===== src/rtl/clut_write_scheduler_pkg.sv =====
// CLUT write scheduler shared types.
// State encoding, default CLUT widths and a saturating counter helper.
package clut_write_scheduler_pkg;

  localparam int CIDXW_DEF = 4;
  localparam int COLRW_DEF = 12;

  typedef enum logic {
    ST_IDLE  = 1'b0,
    ST_BURST = 1'b1
  } state_e;

  function automatic logic [15:0] sat_add16(
    input logic [15:0] a,
    input logic        inc
  );
    return (inc && a != 16'hFFFF) ? a + 16'd1 : a;
  endfunction

endpackage


===== src/rtl/clut_write_scheduler_if.sv =====
// Requester bundle plus CLUT write port.
// master: palette producers; slave: the scheduler.
interface clut_write_scheduler_if
  import clut_write_scheduler_pkg::*;
#(
  parameter int NREQ  = 3,
  parameter int CIDXW = CIDXW_DEF,
  parameter int COLRW = COLRW_DEF
);

  logic [NREQ-1:0]       req_valid;
  logic [NREQ-1:0]       req_last;
  logic [NREQ*CIDXW-1:0] req_cidx;
  logic [NREQ*COLRW-1:0] req_colr;
  logic [NREQ-1:0]       req_ready;
  logic                  clut_we;
  logic [CIDXW-1:0]      clut_cidx;
  logic [COLRW-1:0]      clut_colr;

  modport master (
    output req_valid, req_last,
    output req_cidx, req_colr,
    input  req_ready,
    input  clut_we, clut_cidx, clut_colr
  );

  modport slave (
    input  req_valid, req_last,
    input  req_cidx, req_colr,
    output req_ready,
    output clut_we, clut_cidx, clut_colr
  );

endinterface


===== src/rtl/clut_write_scheduler_rr_arbiter_nreq.sv =====
// Combinational round-robin search starting at ptr, wrapping mod NREQ.
// Ports: req, ptr in; winner, any_valid out.
module rr_arbiter_nreq #(
  parameter  int NREQ = 3,
  localparam int OWNW = $clog2(NREQ)
) (
  input  logic [NREQ-1:0] req,
  input  logic [OWNW-1:0] ptr,
  output logic [OWNW-1:0] winner,
  output logic            any_valid
);

  logic            found;
  logic [OWNW-1:0] idx;

  always_comb begin
    winner = '0;
    found  = 1'b0;
    idx    = '0;
    for (int k = 0; k < NREQ; k++) begin
      idx = OWNW'((int'(ptr) + k) % NREQ);
      if (!found && req[idx]) begin
        found  = 1'b1;
        winner = idx;
      end
    end
  end

  assign any_valid = |req;

endmodule


===== src/rtl/clut_write_scheduler.sv =====
// Round-robin, burst-atomic CLUT write scheduler; writes only in blanking.
// Ports: clk_pix, rst_pix_n, de, frame, bus (slave), busy, owner, frame_writes.
module clut_write_scheduler
  import clut_write_scheduler_pkg::*;
#(
  parameter  int NREQ      = 3,
  parameter  int CIDXW     = CIDXW_DEF,
  parameter  int COLRW     = COLRW_DEF,
  parameter  int MAX_BURST = 16,
  localparam int OWNW      = $clog2(NREQ)
) (
  input  logic            clk_pix,
  input  logic            rst_pix_n,
  input  logic            de,
  input  logic            frame,
  clut_write_scheduler_if.slave bus,
  output logic            busy,
  output logic [OWNW-1:0] owner,
  output logic [15:0]     frame_writes
);

  localparam int BCW = $clog2(MAX_BURST + 1);

  logic [1:0]       rst_sync;
  logic             rst_n;
  state_e           state, st_nxt;
  logic [OWNW-1:0]  rr_ptr, win, ptr_nxt;
  logic             any_v;
  logic [BCW-1:0]   bcnt;
  logic [NREQ-1:0]  ready;
  logic             xfer, done, grab;
  logic             sel_valid, sel_last;
  logic [CIDXW-1:0] sel_cidx;
  logic [COLRW-1:0] sel_colr;
  logic             we_q;
  logic [CIDXW-1:0] cidx_q;
  logic [COLRW-1:0] colr_q;
  logic [15:0]      wcnt;

  // async assert, release two edges later
  always_ff @(posedge clk_pix or negedge rst_pix_n) begin
    if (!rst_pix_n) rst_sync <= 2'b00;
    else            rst_sync <= {rst_sync[0], 1'b1};
  end

  assign rst_n = rst_sync[1];

  rr_arbiter_nreq #(.NREQ(NREQ)) u_arb (
    .req       (bus.req_valid),
    .ptr       (rr_ptr),
    .winner    (win),
    .any_valid (any_v)
  );

  always_comb begin
    ready     = '0;
    sel_valid = 1'b0;
    sel_last  = 1'b0;
    sel_cidx  = '0;
    sel_colr  = '0;
    for (int i = 0; i < NREQ; i++) begin
      if (owner == OWNW'(i)) begin
        ready[i]  = (state == ST_BURST) && !de;
        sel_valid = bus.req_valid[i];
        sel_last  = bus.req_last[i];
        sel_cidx  = bus.req_cidx[i*CIDXW +: CIDXW];
        sel_colr  = bus.req_colr[i*COLRW +: COLRW];
      end
    end
  end

  assign xfer = sel_valid && (|ready);
  assign done = xfer &&
    (sel_last || bcnt == BCW'(MAX_BURST - 1));
  assign ptr_nxt = (owner == OWNW'(NREQ - 1))
    ? '0 : owner + 1'b1;

  always_comb begin
    st_nxt = state;
    grab   = 1'b0;
    unique case (state)
      ST_IDLE: begin
        if (!de && any_v) begin
          st_nxt = ST_BURST;
          grab   = 1'b1;
        end
      end
      ST_BURST: begin
        if (done) st_nxt = ST_IDLE;
      end
    endcase
  end

  always_ff @(posedge clk_pix or negedge rst_n) begin
    if (!rst_n) state <= ST_IDLE;
    else        state <= st_nxt;
  end

  always_ff @(posedge clk_pix or negedge rst_n) begin
    if (!rst_n) begin
      owner        <= '0;
      rr_ptr       <= '0;
      bcnt         <= '0;
      we_q         <= 1'b0;
      cidx_q       <= '0;
      colr_q       <= '0;
      wcnt         <= '0;
      frame_writes <= '0;
    end else begin
      we_q <= xfer;
      if (xfer) begin
        cidx_q <= sel_cidx;
        colr_q <= sel_colr;
      end
      if (grab) begin
        owner <= win;
        bcnt  <= '0;
      end else if (xfer) begin
        bcnt <= bcnt + 1'b1;
      end
      if (done) rr_ptr <= ptr_nxt;
      // a write landing on the frame pulse closes out the old frame
      if (frame) begin
        frame_writes <= sat_add16(wcnt, we_q);
        wcnt         <= '0;
      end else begin
        wcnt <= sat_add16(wcnt, we_q);
      end
    end
  end

  assign bus.req_ready = ready;
  assign bus.clut_we   = we_q;
  assign bus.clut_cidx = cidx_q;
  assign bus.clut_colr = colr_q;
  assign busy          = (state == ST_BURST);

endmodule


===== src/flat_wrapper.sv =====
// flat-port wrapper written by rule: the top's interface ports become plain ports
module clut_write_scheduler_flat import clut_write_scheduler_pkg::*;
#(
  parameter  int NREQ      = 3,
  parameter  int CIDXW     = CIDXW_DEF,
  parameter  int COLRW     = COLRW_DEF,
  parameter  int MAX_BURST = 16,
  localparam int OWNW      = $clog2(NREQ)
)
  (clk_pix, rst_pix_n, de, frame, busy, owner, frame_writes, bus_req_valid, bus_req_last, bus_req_cidx, bus_req_colr, bus_req_ready, bus_clut_we, bus_clut_cidx, bus_clut_colr);
  clut_write_scheduler_if #(.NREQ(NREQ), .CIDXW(CIDXW), .COLRW(COLRW)) bus_i ();
  input  logic clk_pix;
  input  logic rst_pix_n;
  input  logic de;
  input  logic frame;
  output logic busy;
  output logic [OWNW-1:0] owner;
  output logic [15:0] frame_writes;
  input wire logic [$bits(bus_i.req_valid)-1:0] bus_req_valid;
  input wire logic [$bits(bus_i.req_last)-1:0] bus_req_last;
  input wire logic [$bits(bus_i.req_cidx)-1:0] bus_req_cidx;
  input wire logic [$bits(bus_i.req_colr)-1:0] bus_req_colr;
  output wire logic [$bits(bus_i.req_ready)-1:0] bus_req_ready;
  output wire logic [$bits(bus_i.clut_we)-1:0] bus_clut_we;
  output wire logic [$bits(bus_i.clut_cidx)-1:0] bus_clut_cidx;
  output wire logic [$bits(bus_i.clut_colr)-1:0] bus_clut_colr;
  assign bus_i.req_valid = bus_req_valid;
  assign bus_i.req_last = bus_req_last;
  assign bus_i.req_cidx = bus_req_cidx;
  assign bus_i.req_colr = bus_req_colr;
  assign bus_req_ready = bus_i.req_ready;
  assign bus_clut_we = bus_i.clut_we;
  assign bus_clut_cidx = bus_i.clut_cidx;
  assign bus_clut_colr = bus_i.clut_colr;
  clut_write_scheduler #(.NREQ(NREQ), .CIDXW(CIDXW), .COLRW(COLRW), .MAX_BURST(MAX_BURST)) u_core (.clk_pix(clk_pix), .rst_pix_n(rst_pix_n), .de(de), .frame(frame), .bus(bus_i), .busy(busy), .owner(owner), .frame_writes(frame_writes));
endmodule

===== config.mk =====
export PLATFORM = sky130hd
export DESIGN_NAME = clut_write_scheduler_flat
export DESIGN_NICKNAME = d
export VERILOG_FILES = /design/src/rtl/clut_write_scheduler_pkg.sv /design/src/rtl/clut_write_scheduler_if.sv /design/src/rtl/clut_write_scheduler_rr_arbiter_nreq.sv /design/src/rtl/clut_write_scheduler.sv /design/src/flat_wrapper.sv
export SDC_FILE = /design/constraint.sdc
export NUM_CORES = 1
export LEC_CHECK = 0
export CAP_MARGIN = 20
export CELL_PAD_IN_SITES_DETAIL_PLACEMENT = 1
export CELL_PAD_IN_SITES_GLOBAL_PLACEMENT = 2
export CORE_MARGIN = 4
export CORE_UTILIZATION = 26
export DETAILED_ROUTE_END_ITERATION = 10
export PLACE_DENSITY = 0.83
export SKIP_CTS_REPAIR_TIMING = 1
export SYNTH_ARGS = -nofsm -noshare
export SYNTH_HDL_FRONTEND = slang
export SYNTH_HIERARCHICAL = 1
export SYNTH_SLANG_ARGS = --single-unit

===== constraint.sdc =====
create_clock -name clk_pix -period 1.9 [get_ports clk_pix]
set_input_delay 0.475 -clock clk_pix [delete_from_list [all_inputs] [get_ports clk_pix]]
set_output_delay 0.475 -clock clk_pix [all_outputs]
set_load 0.02 [all_outputs]

After elaboration in Yosys (flattened, before gate mapping). Cells that the tools add are included.

Register bits after elaboration: 61. Word-level logic and storage cells: 76.

Add/sub/neg operators: 5. Divide/modulo/power cells: 3. $lt $le $gt $ge: 3. Eq/ne operators: 4. Muxes and demuxes: 35. Bitwise operators: 1. Reduce and logical (&&, ||, !) cells: 15.

Operators by type and width (number): $mod A32 B3 Y32 const B (2); $mux W12 (3); $mod A3 B3 Y32 const B (1); $mux W16 (2); $mux W1 (17); $add A16 B1 Y16 const B (1); $ne A16 B16 Y1 const B (1); $mux W4 (3); $mux W5 (2); $lt A2 B3 Y1 const B (3); $mux W2 (4); $logic_and A1 B1 Y1 (7); $bmux W1 S2 (3); $reduce_or A3 Y1 (2); $add A5 B1 Y5 const B (1); $eq A5 B4 Y1 const B (1); $add A2 B1 Y3 const B (1); $add A2 B2 Y3 const B (1); $logic_not A1 Y1 (3); $add A2 B1 Y2 const B (1); $eq A2 B1 Y1 const B (1); $eq A2 B2 Y1 const B (1); $logic_not A2 Y1 (1); $pmux W1 S2 (1); 3 further kinds (3).

Longest topological paths before layout. Gate-level depths: netlist of the first run.

Depth in word-level cells: 10. Gate-level depth with buffers: 7. Gate-level depth less buffers: 6.

Modules after synthesis. Netlist of the first run, hierarchy kept.

Modules (own cells, without submodules): clut_write_scheduler (times used 1, cells an instance 300, area an instance 3080.5 um^2, seq. area each 1526.5 um^2); rr_arbiter_nreq (times used 1, cells an instance 20, area an instance 147.6 um^2, seq. area each 0.0 um^2).

Worst setup path before layout of the first run. No wires, ideal clock.

Kind: flip-flop to output port. Start: register u_core.owner[0]. End: output port bus_req_ready[1]. Data arrival time: 1.564 ns. Data required time: 1.425 ns. Path slack: -0.139 ns. Cell stages (with the launch flop): 4. Cells stage by stage: dfrtp_1 buf_2 buf_1 nor3b_1.

Cells in the longest elaborated chain, start to end: 2.

Ends and longest elaborated chain: start: declaration (line clut_write_scheduler.sv:18) `output logic [OWNW-1:0] owner,`; start signal: assignment (line clut_write_scheduler.sv:116) `owner <= win;`; $eq A2 B1 Y1 (line clut_write_scheduler.sv:62) `if (owner == OWNW'(i)) begin`; $mux W1 (line clut_write_scheduler.sv:62); end: declaration (line flat_wrapper.sv:23) `output wire logic [$bits(bus_i.req_ready)-1:0] bus_req_ready;`.

No other way between the ends.

Final worst setup path of the first run.
Start: register u_core.bcnt[0]. End: register u_core.rr_ptr[1].

Cells in the longest elaborated chain, start to end: 3.

Ends and longest elaborated chain: start: declaration (line clut_write_scheduler.sv:29) `logic [BCW-1:0] bcnt;`; start signal: assignment (line clut_write_scheduler.sv:119) `bcnt <= bcnt + 1'b1;`; $eq A5 B4 Y1 (line clut_write_scheduler.sv:74) `(sel_last || bcnt == BCW'(MAX_BURST - 1));`; $logic_or A1 B1 Y1 (line clut_write_scheduler.sv:74); $logic_and A1 B1 Y1 (line clut_write_scheduler.sv:73) `assign done = xfer &&`; end signal: assignment (line clut_write_scheduler.sv:121) `if (done) rr_ptr <= ptr_nxt;`; end: declaration (line clut_write_scheduler.sv:27) `logic [OWNW-1:0] rr_ptr, win, ptr_nxt;`.

No other way between the ends. A chain may end at the register's enable or synchronous reset.

==> reports/qor.csv, run 1 <==
metric,value,unit
first_global_vias,3249,
synth_edf_count,0,
grt_pass1_wl,16000,um
status,"finished, violations left",
die_x,119,um
rsz0062_at_grt,true,
clock.fmax,0.514,GHz
dp_cells,596,
crit_start,u_core/bcnt[0],
fillers,1385,
grt_max_degree,50,
vias_per_cell,4.81,
multi_input_area,1690,um2
hold_viol_final,0,
p_leak,2.20,nW
first_pass_iters,4,
grt_usage,13.8,%
yosysSeqAreaShare,47.3,%
wl,9840,um
first_iter_violations,96,
gp_congestion,0.742,
worstPathMaxFanout,4,
drive_gt1_share,20.4,%
synthCells,320,
clkLatencyLatePin,320,ps
final_nets,509,
power_density,1180,nW/um2
avgSynthCellArea,10.1,um2
netlist_top_cells_count,"61 x dfrtp_1, 29 x nand2_1, 24 x o21ai_0",
yosys.cell_types.count,47,
reg2reg_to,u_core/rr_ptr[1],
n_antenna_cell,0,
whs,141,ps
fin_crit_sh,102,%
synth_area,3230,um2
coreArea,12100,um2
fp.dieArea,14300,um2
synthToLayoutAreaGrowth,55.8,%
io_pins,97,
setup_violations,3,
cts.path.max_buffers,2,
ys_seq_elements,61,
ys.flop_type,dfrtp_1,
seqCellArea,1530,um2
cts_max_level,3,
fin_crit,1950,ps
hold_class,reg -> async,
antenna_left,0,
cp-end-kind,register,
grt-ovfl-total,0,
crit_type,reg -> reg,
placed_area,4570,um2
worstPathRequired,2110,ps
worstPathArrival,2150,ps
dieHeight,119,um
violations,setup timing,
async_flop_share,100,%
clock-sinks,61,
row_count,40,
cts_tree,yes,
cts.clk_slew.worst_paths,50,ps
start_util,26.8,%
synthesis.nets,384,
io_buffers,96,
synth_area_leaders,"dfrtp_1 47%, mux2_2 7.3%, mux2i_1 7.1%",
wl_per_cell,15.9,um
startpoint_type,register,
final_area,5030,um2
cts-buffers-inserted,9,
yosysWarnings,6,
ir_drop,487,uV
finalPower,5.92,mW
post-route-util,41.7,%
r2r-start,u_core/bcnt[0],
fin_worst_skew,6.57,ps
slew_viol_final,0,
drc_errors,0,
cts-root-buf,clkbuf_16,
vias,2971,
instances_no_fill,618,
finalSetupTns,-99.8,ps
yosysTopAreaCell,dfrtp_1,
setup_slack,-47.2,ps
grt_antenna_before_repair,0,
cap_viol_max_count,0,
synth_most_common_cell,dfrtp_1,
reg2reg_depth,7,
hpwl,7250,um
yosysTopAreaCellShare,47.3,%
dpl_worst_slack,-506,ps
r2r_slack,-50,ps
[layout by cell type (no fill, tap or decap), types with 2 or more instances in the layout]
cell	Yosys	layout
clkdlybuf4s50_1	0	88
dfrtp_1	61	60
buf_4	0	35
nand2_1	29	29
o21ai_0	24	24
mux2i_1	23	23
nor2_1	22	22
mux2_2	21	19
a21oi_1	15	15
a31oi_1	13	12
clkbuf_16	0	9
inv_1	8	8
nand3_1	8	8
or3_1	8	8
dlymetal6s2s_1	0	7
nand4_1	7	7
o31ai_1	6	6
and3_1	6	5
nor2b_1	5	5
or4_4	2	4
ha_1	6	4
clkbuf_8	0	3
or4_1	5	3
nand2b_1	3	2
nor4_4	1	2
and4_1	2	2
o211ai_1	2	2
mux2_4	0	2
nor3b_1	3	2
[routing by layer]
layer  vias to the layer above  wire, um  GRT usage (%)
li1                       1417         -              -
met1                      1473      4180           16.5
met2                        70      4990           23.3
met3                        11       505           4.08
met4                         0       155           5.08
met5                         -         0              0
[flip-flops by register name (all words and copies together) (netlist names)]
signal,flops
u_core/wcnt,16
u_core/bus.clut_cidx,4
u_core/owner,2
u_core/rst_sync,2
u_core/frame_writes,16
u_core/bcnt,5
u_core/bus.clut_we,1
u_core/bus.clut_colr,12
u_core/busy,1
u_core/rr_ptr,2
[how the worst max path moves through the flow]
| stage | slack (ps) | endpoint | cells after the start |
|---|---|---|---|
| after global placement | -460 | bus_req_ready[1] | 4 |
| final | -50 | u_core/rr_ptr[1] | 7 |
| after CTS | -500 | bus_req_ready[0] | 4 |
| after floorplan | 40 | bus_req_ready[1] | 3 |
| after detailed placement | -510 | bus_req_ready[0] | 4 |
| after global routing | -100 | u_core/wcnt[15] | 7 |
[layout make-up]
class	instances	share of cell area, %
Timing Repair Buffer	132	25.1
Clock inverter	3	0.846
Multi-Input combinational cell	233	33.5
Inverter	8	0.597
Tap cell	168	4.18
Clock buffer	13	5.37
Sequential cell	61	30.4
[worst max-delay path: stages, from the launching register on]
cell      delay [ps]
dfrtp_1          410
ha_2             190
and3_4           180
ha_4             150
a21o_1           150
o211ai_1         250
buf_4            190
mux2_4           300
[kinds of logic after synthesis]
kind of cell,synth area share [%]
fa+ha+maj,2.33
buf+inv,3.29
compound gates,12.9
simple gates,19.3
xor+xnor,0.271
mux,14.5
flops,47.3
other cells,0.116
[power breakdown]
part	total, mW	switching [mW]	leakage (nW)	internal, mW
combinational	2.46	1.19	1.27	1.26
clock	1.68	0.558	0.152	1.12
sequential	1.78	0.187	0.781	1.60
No activity file was read; power rests on OpenSTA's default activity.
==> run 2: changes to the inputs <==
--- a/config.mk
+++ b/config.mk
@@ -11,9 +11,8 @@
 export CORE_MARGIN = 4
 export CORE_UTILIZATION = 26
 export DETAILED_ROUTE_END_ITERATION = 10
-export PLACE_DENSITY = 0.83
+export PLACE_DENSITY = 0.82
 export SKIP_CTS_REPAIR_TIMING = 1
 export SYNTH_ARGS = -nofsm -noshare
 export SYNTH_HDL_FRONTEND = slang
-export SYNTH_HIERARCHICAL = 1
 export SYNTH_SLANG_ARGS = --single-unit
==> reports/qor.csv, run 2 <==
metric,value,unit,change
fin_crit_sh,97.1,%,-5.4 points
cts_max_level,3,,unchanged
grt_usage,14.1,%,+0.32 points
antenna_left,0,,unchanged
ys.flop_type,dfrtp_1,,
path_cells,ha_2 -> and3_1 -> ha_1 -> a21o_1 -> o211ai_1 -> buf_4 -> mux2_2,,
whs,266,ps,+125 ps
cp-end-kind,register,,
synth-compound-area-share,14.9,%,+2.0 points
worstPathRequired,2120,ps,about the same
worstPathMaxFanout,3,,-1
yosys.cell_types.count,56,,+19%
synthAdderAreaFrac,2.23,%,-0.094 points
reg2reg_depth,7,,unchanged
yosysTopAreaCell,dfrtp_1,,
drive_gt1_share,20.2,%,-0.23 points
fin_crit,1840,ps,-102 ps
io_pins,97,,unchanged
yosysTopAreaCellShare,45.4,%,-1.9 points
n_antenna_cell,0,,unchanged
grt_antenna_before_repair,0,,unchanged
cap_viol_max_count,0,,unchanged
final_common_cell,clkdlybuf4s50_1,,
dp_cells,625,,+4.9%
p_leak,2.22,nW,+0.87%
row_count,41,,+2.5%
synth_edf_count,0,,unchanged
wl_per_cell,15.5,um,-2.4%
grt-ovfl-total,0,,unchanged
vias,3062,,+3.1%
synthCells,337,,+5.3%
slew_viol_final,0,,unchanged
slowest_delay,400,ps,about the same
clkLatencyLatePin,330,ps,about the same
instances_no_fill,642,,+3.9%
final_cell_mix,"88 x clkdlybuf4s50_1, 58 x dfrtp_1, 35 x buf_4",,
grt_pass1_wl,16600,um,+3.4%
grt_max_degree,60,,+20%
ir_drop,547,uV,+12%
dieHeight,122,um,+2.0%
wl,9970,um,+1.4%
synth_most_common_cell,dfrtp_1,,
finalSetupTns,0,ps,+99.8 ps
synthMuxAreaShare,14.1,%,-0.36 points
coreArea,12600,um2,+4.6%
fin_worst_skew,4.69,ps,-1.87 ps
synthToLayoutAreaGrowth,52.5,%,
cts-root-buf,clkbuf_16,,
first_global_vias,3342,,+2.9%
synthesis.nets,401,,+4.4%
cts.clk_slew.worst_paths,50,ps,about the same
critPathSlowestCell,dfrtp_1,,
cts.path.max_buffers,2,,unchanged
clock-sinks,61,,unchanged
first_pass_iters,4,,unchanged
ys_seq_elements,61,,unchanged
avgSynthCellArea,9.98,um2,-1.0%
gp_congestion,0.835,,+13%
worstPathArrival,2070,ps,-80 ps
die_x,122,um,+2.0%
final_nets,529,,+3.9%
power_density,1150,nW/um2,-2.2%
hold_viol_final,0,,unchanged
synth_area_leaders,"dfrtp_1 45%, mux2i_1 7.7%, mux2_2 5.0%",,
synth_top_family_by_area,simple AND/OR/NAND/NOR gates,,
r2r-start,u_core.bcnt[1],,
post-route-util,40.7,%,-1.0 points
yosysSeqAreaShare,45.4,%,-1.9 points
drc_errors,0,,unchanged
finalPower,5.91,mW,-0.17%
io_buffers,96,,unchanged
netlist_top_cells_count,"61 x dfrtp_1, 31 x nand2_1, 26 x mux2i_1, 26 x nor2_1, 23 x o21ai_0",,
async_flop_share,100,%,unchanged
clock.fmax,0.542,GHz,+5.6%
cts_tree,yes,,
status,"finished, final reports clean",,
yosysWarnings,0,,-6
setup_violations,0,,-3
start_util,26.7,%,-0.10 points
startpoint_type,register,,
cts-buffers-inserted,9,,unchanged
vias_per_cell,4.77,,-0.79%
hold_class,reg -> async,,
crit_type,reg -> reg,,
synth_simple_gate_area_share,18.0,%,-1.3 points
synth-xor-area-share,1.04,%,+0.77 points
fp.dieArea,14800,um2,+3.9%
crit_start,u_core.bcnt[1],,
hpwl,7560,um,+4.2%
first_iter_violations,113,,+18%
synth_area,3360,um2,+4.2%
## run 2: kinds of logic after synthesis
| group | Yosys count |
|---|---|
| DFF | 61 |
| and+or+nand+nor | 114 |
| muxes | 45 |
| xor gates and xnor gates | 4 |
| adders and majority gates | 6 |
| other | 1 |
| buffers and inverters | 30 |
| AOI/OAI and AO/OA | 76 |
## run 2: final cells by class
| type | count | area, um2 |
|---|---|---|
| well taps | 172 | 215 |
| clock buffers | 11 | 253 |
| fillers | 1455 | 7490 |
| repair buffers | 135 | 1310 |
| flip-flops and latches | 61 | 1530 |
| clock inverters | 5 | 25.0 |
| inverters | 12 | 45.0 |
| multi-input cells | 246 | 1760 |
## run 2: per-layer routing
metal	GRT usage [%]	vias to the layer above	wire, um
met1	16.4	1510	4130
met4	4.20	0	106
met3	4.60	11	499
met5	0	-	0
met2	24.7	65	5240
li1	-	1476	-
## run 2: final timing paths
kind	to	slack, ps
max	u_core.rr_ptr[0]	60
min	u_core.rr_ptr[1]	270
max reg2reg	u_core.rr_ptr[0]	60
min reg2reg	u_core.rr_ptr[1]	270
max in group asynchronous	u_core.wcnt[2]	1340
min in group clk_pix	u_core.rst_sync[1]	350
## run 2: through the flow
stage               worst slack [ps]  cell area [um2]
floorplan                      -85.3             3370
global placement                -541             4770
detailed placement              -537             4770
CTS                             -539             5050
global route                   -16.0             5130
finish                          55.2             5130
## run 2: where the power goes
group | total, mW | internal, mW | switching [mW] | leakage (nW)
Sequential | 1.77 | 1.59 | 0.184 | 0.786
Combinational | 2.61 | 1.32 | 1.29 | 1.29
Clock | 1.52 | 0.940 | 0.579 | 0.145
Total | 5.91 | 3.85 | 2.06 | 2.22
## run 2: critical path, delay by kind of cell (launching register included)
kind	cells	cell delay [ps]
compound gates	2	330
fa+ha+maj	2	380
buf+inv	1	160
flops	1	400
mux	1	320
simple gates	1	150
==> run 3: changes to the inputs <==
--- a/config.mk
+++ b/config.mk
@@ -11,6 +11,7 @@
 export CORE_MARGIN = 4
 export CORE_UTILIZATION = 26
 export DETAILED_ROUTE_END_ITERATION = 10
+export MAX_ROUTING_LAYER = met4
 export PLACE_DENSITY = 0.82
 export SKIP_CTS_REPAIR_TIMING = 1
 export SYNTH_ARGS = -nofsm -noshare
==> reports/qor.csv, run 3 (synthesis gave the netlist of run 2 again) <==
metric,value,unit,change
status,"finished, final reports clean",,
io_pins,97,,unchanged
startpoint_type,register,,
hold_class,reg -> async,,
worstPathMaxFanout,3,,unchanged
synthToLayoutAreaGrowth,52.5,%,unchanged
vias,3062,,unchanged
critPathSlowestCell,dfrtp_1,,
io_buffers,96,,unchanged
hpwl,7560,um,unchanged
die_x,122,um,unchanged
multi_input_area,1760,um2,unchanged
n_antenna_cell,0,,unchanged
cts.clk_slew.worst_paths,50,ps,about the same
final_common_cell,clkdlybuf4s50_1,,
gp_congestion,0.848,,+1.5%
path_buf_inv,1,,unchanged
cap_viol_max_count,0,,unchanged
path_cells,ha_2 -> and3_1 -> ha_1 -> a21o_1 -> o211ai_1 -> buf_4 -> mux2_2,,
first_global_vias,3346,,+0.12%
wl,9950,um,-0.22%
ir_drop,546,uV,-0.27%
cts_max_level,3,,unchanged
slowest_delay,400,ps,about the same
dpl_worst_slack,-537,ps,unchanged
dieHeight,122,um,unchanged
clock-sinks,61,,unchanged
start_util,26.7,%,unchanged
finalPower,5.91,mW,about the same
whs,266,ps,+0.241 ps
cts-buffers-inserted,9,,unchanged
seqCellArea,1530,um2,unchanged
clkLatencyLatePin,330,ps,about the same
cp-end-kind,register,,
finalSetupTns,0,ps,unchanged
setup_violations,0,,unchanged
grt_usage,14.5,%,+0.41 points
p_leak,2.22,nW,unchanged
final_nets,529,,unchanged
grt-ovfl-total,0,,unchanged
worstPathRequired,2120,ps,about the same
power_density,1150,nW/um2,about the same
grt_max_degree,60,,unchanged
row_count,41,,unchanged
cts.path.max_buffers,2,,unchanged
antenna_left,0,,unchanged
setup_slack,55.4,ps,+0.135 ps
cts_tree,yes,,
first_pass_iters,4,,unchanged
post-route-util,40.7,%,unchanged
clock.fmax,0.542,GHz,about the same
fin_crit_sh,97.1,%,about the same
grt_pass1_wl,16600,um,-0.12%
worstPathArrival,2060,ps,about the same
drc_errors,0,,unchanged
slew_viol_final,0,,unchanged
fillers,1455,,unchanged
first_iter_violations,102,,-9.7%
fin_crit,1840,ps,-0.135 ps
drive_gt1_share,20.2,%,unchanged
crit_type,reg -> reg,,
coreArea,12600,um2,unchanged
wl_per_cell,15.5,um,-0.22%
hold_viol_final,0,,unchanged
fp.dieArea,14800,um2,unchanged
grt_antenna_before_repair,0,,unchanged
vias_per_cell,4.77,,unchanged
cp_top_family,flip-flops,,
fin_worst_skew,4.72,ps,+0.0261 ps
final_cell_mix,"88 x clkdlybuf4s50_1, 58 x dfrtp_1, 35 x buf_4",,
cts-root-buf,clkbuf_16,,
[run 3: layer usage]
metal	part of all wire [%]	up-vias	GRT usage [%]
met2	53	69	24.7
li1	-	1478	-
met3	4.7	9	4.18
met1	42	1506	16.6
met4	0.96	0	4.20
met5	0	-	-
[run 3: cell type report]
class | count | share of cell area [%]
Clock inverter | 5 | 0.488
Sequential cell | 61 | 29.8
Multi-Input combinational cell | 246 | 34.2
Tap cell | 172 | 4.19
Clock buffer | 11 | 4.92
Timing Repair Buffer | 135 | 25.5
Inverter | 12 | 0.878
[run 3: metrics by stage]
| stage | instances | cell area, um2 |
|---|---|---|
| final | 642 | 5130 |
| after global routing | 642 | 5130 |
| after CTS | 641 | 5050 |
| after detailed placement | 625 | 4770 |
| after global placement | 625 | 4770 |
| after floorplan | 337 | 3370 |
[run 3: worst paths after layout]
path / cells after the start / slack, ps / endpoint / start
min reg2reg: 1 / 270 / u_core.rr_ptr[1] / u_core.rst_sync[1]
max reg2reg: 7 / 60 / u_core.rr_ptr[0] / u_core.bcnt[1]
max in group asynchronous: 1 / 1330 / u_core.wcnt[2] / u_core.rst_sync[1]
max: 7 / 60 / u_core.rr_ptr[0] / u_core.bcnt[1]
min: 1 / 270 / u_core.rr_ptr[1] / u_core.rst_sync[1]
min in group clk_pix: 0 / 350 / u_core.rst_sync[1] / u_core.rst_sync[0]
[run 3: power breakdown]
| part | switching (mW) | total, mW | internal, mW |
|---|---|---|---|
| Clock | 0.581 | 1.52 | 0.940 |
| Combinational | 1.29 | 2.61 | 1.32 |
| Sequential | 0.184 | 1.77 | 1.59 |
[run 3: worst reg2reg max path, cell delays in order (launching register included)]
cell and delay (ps):
dfrtp_1 400, ha_2 200, and3_1 150, ha_1 180, a21o_1 160, o211ai_1 170, buf_4 160, mux2_2 320
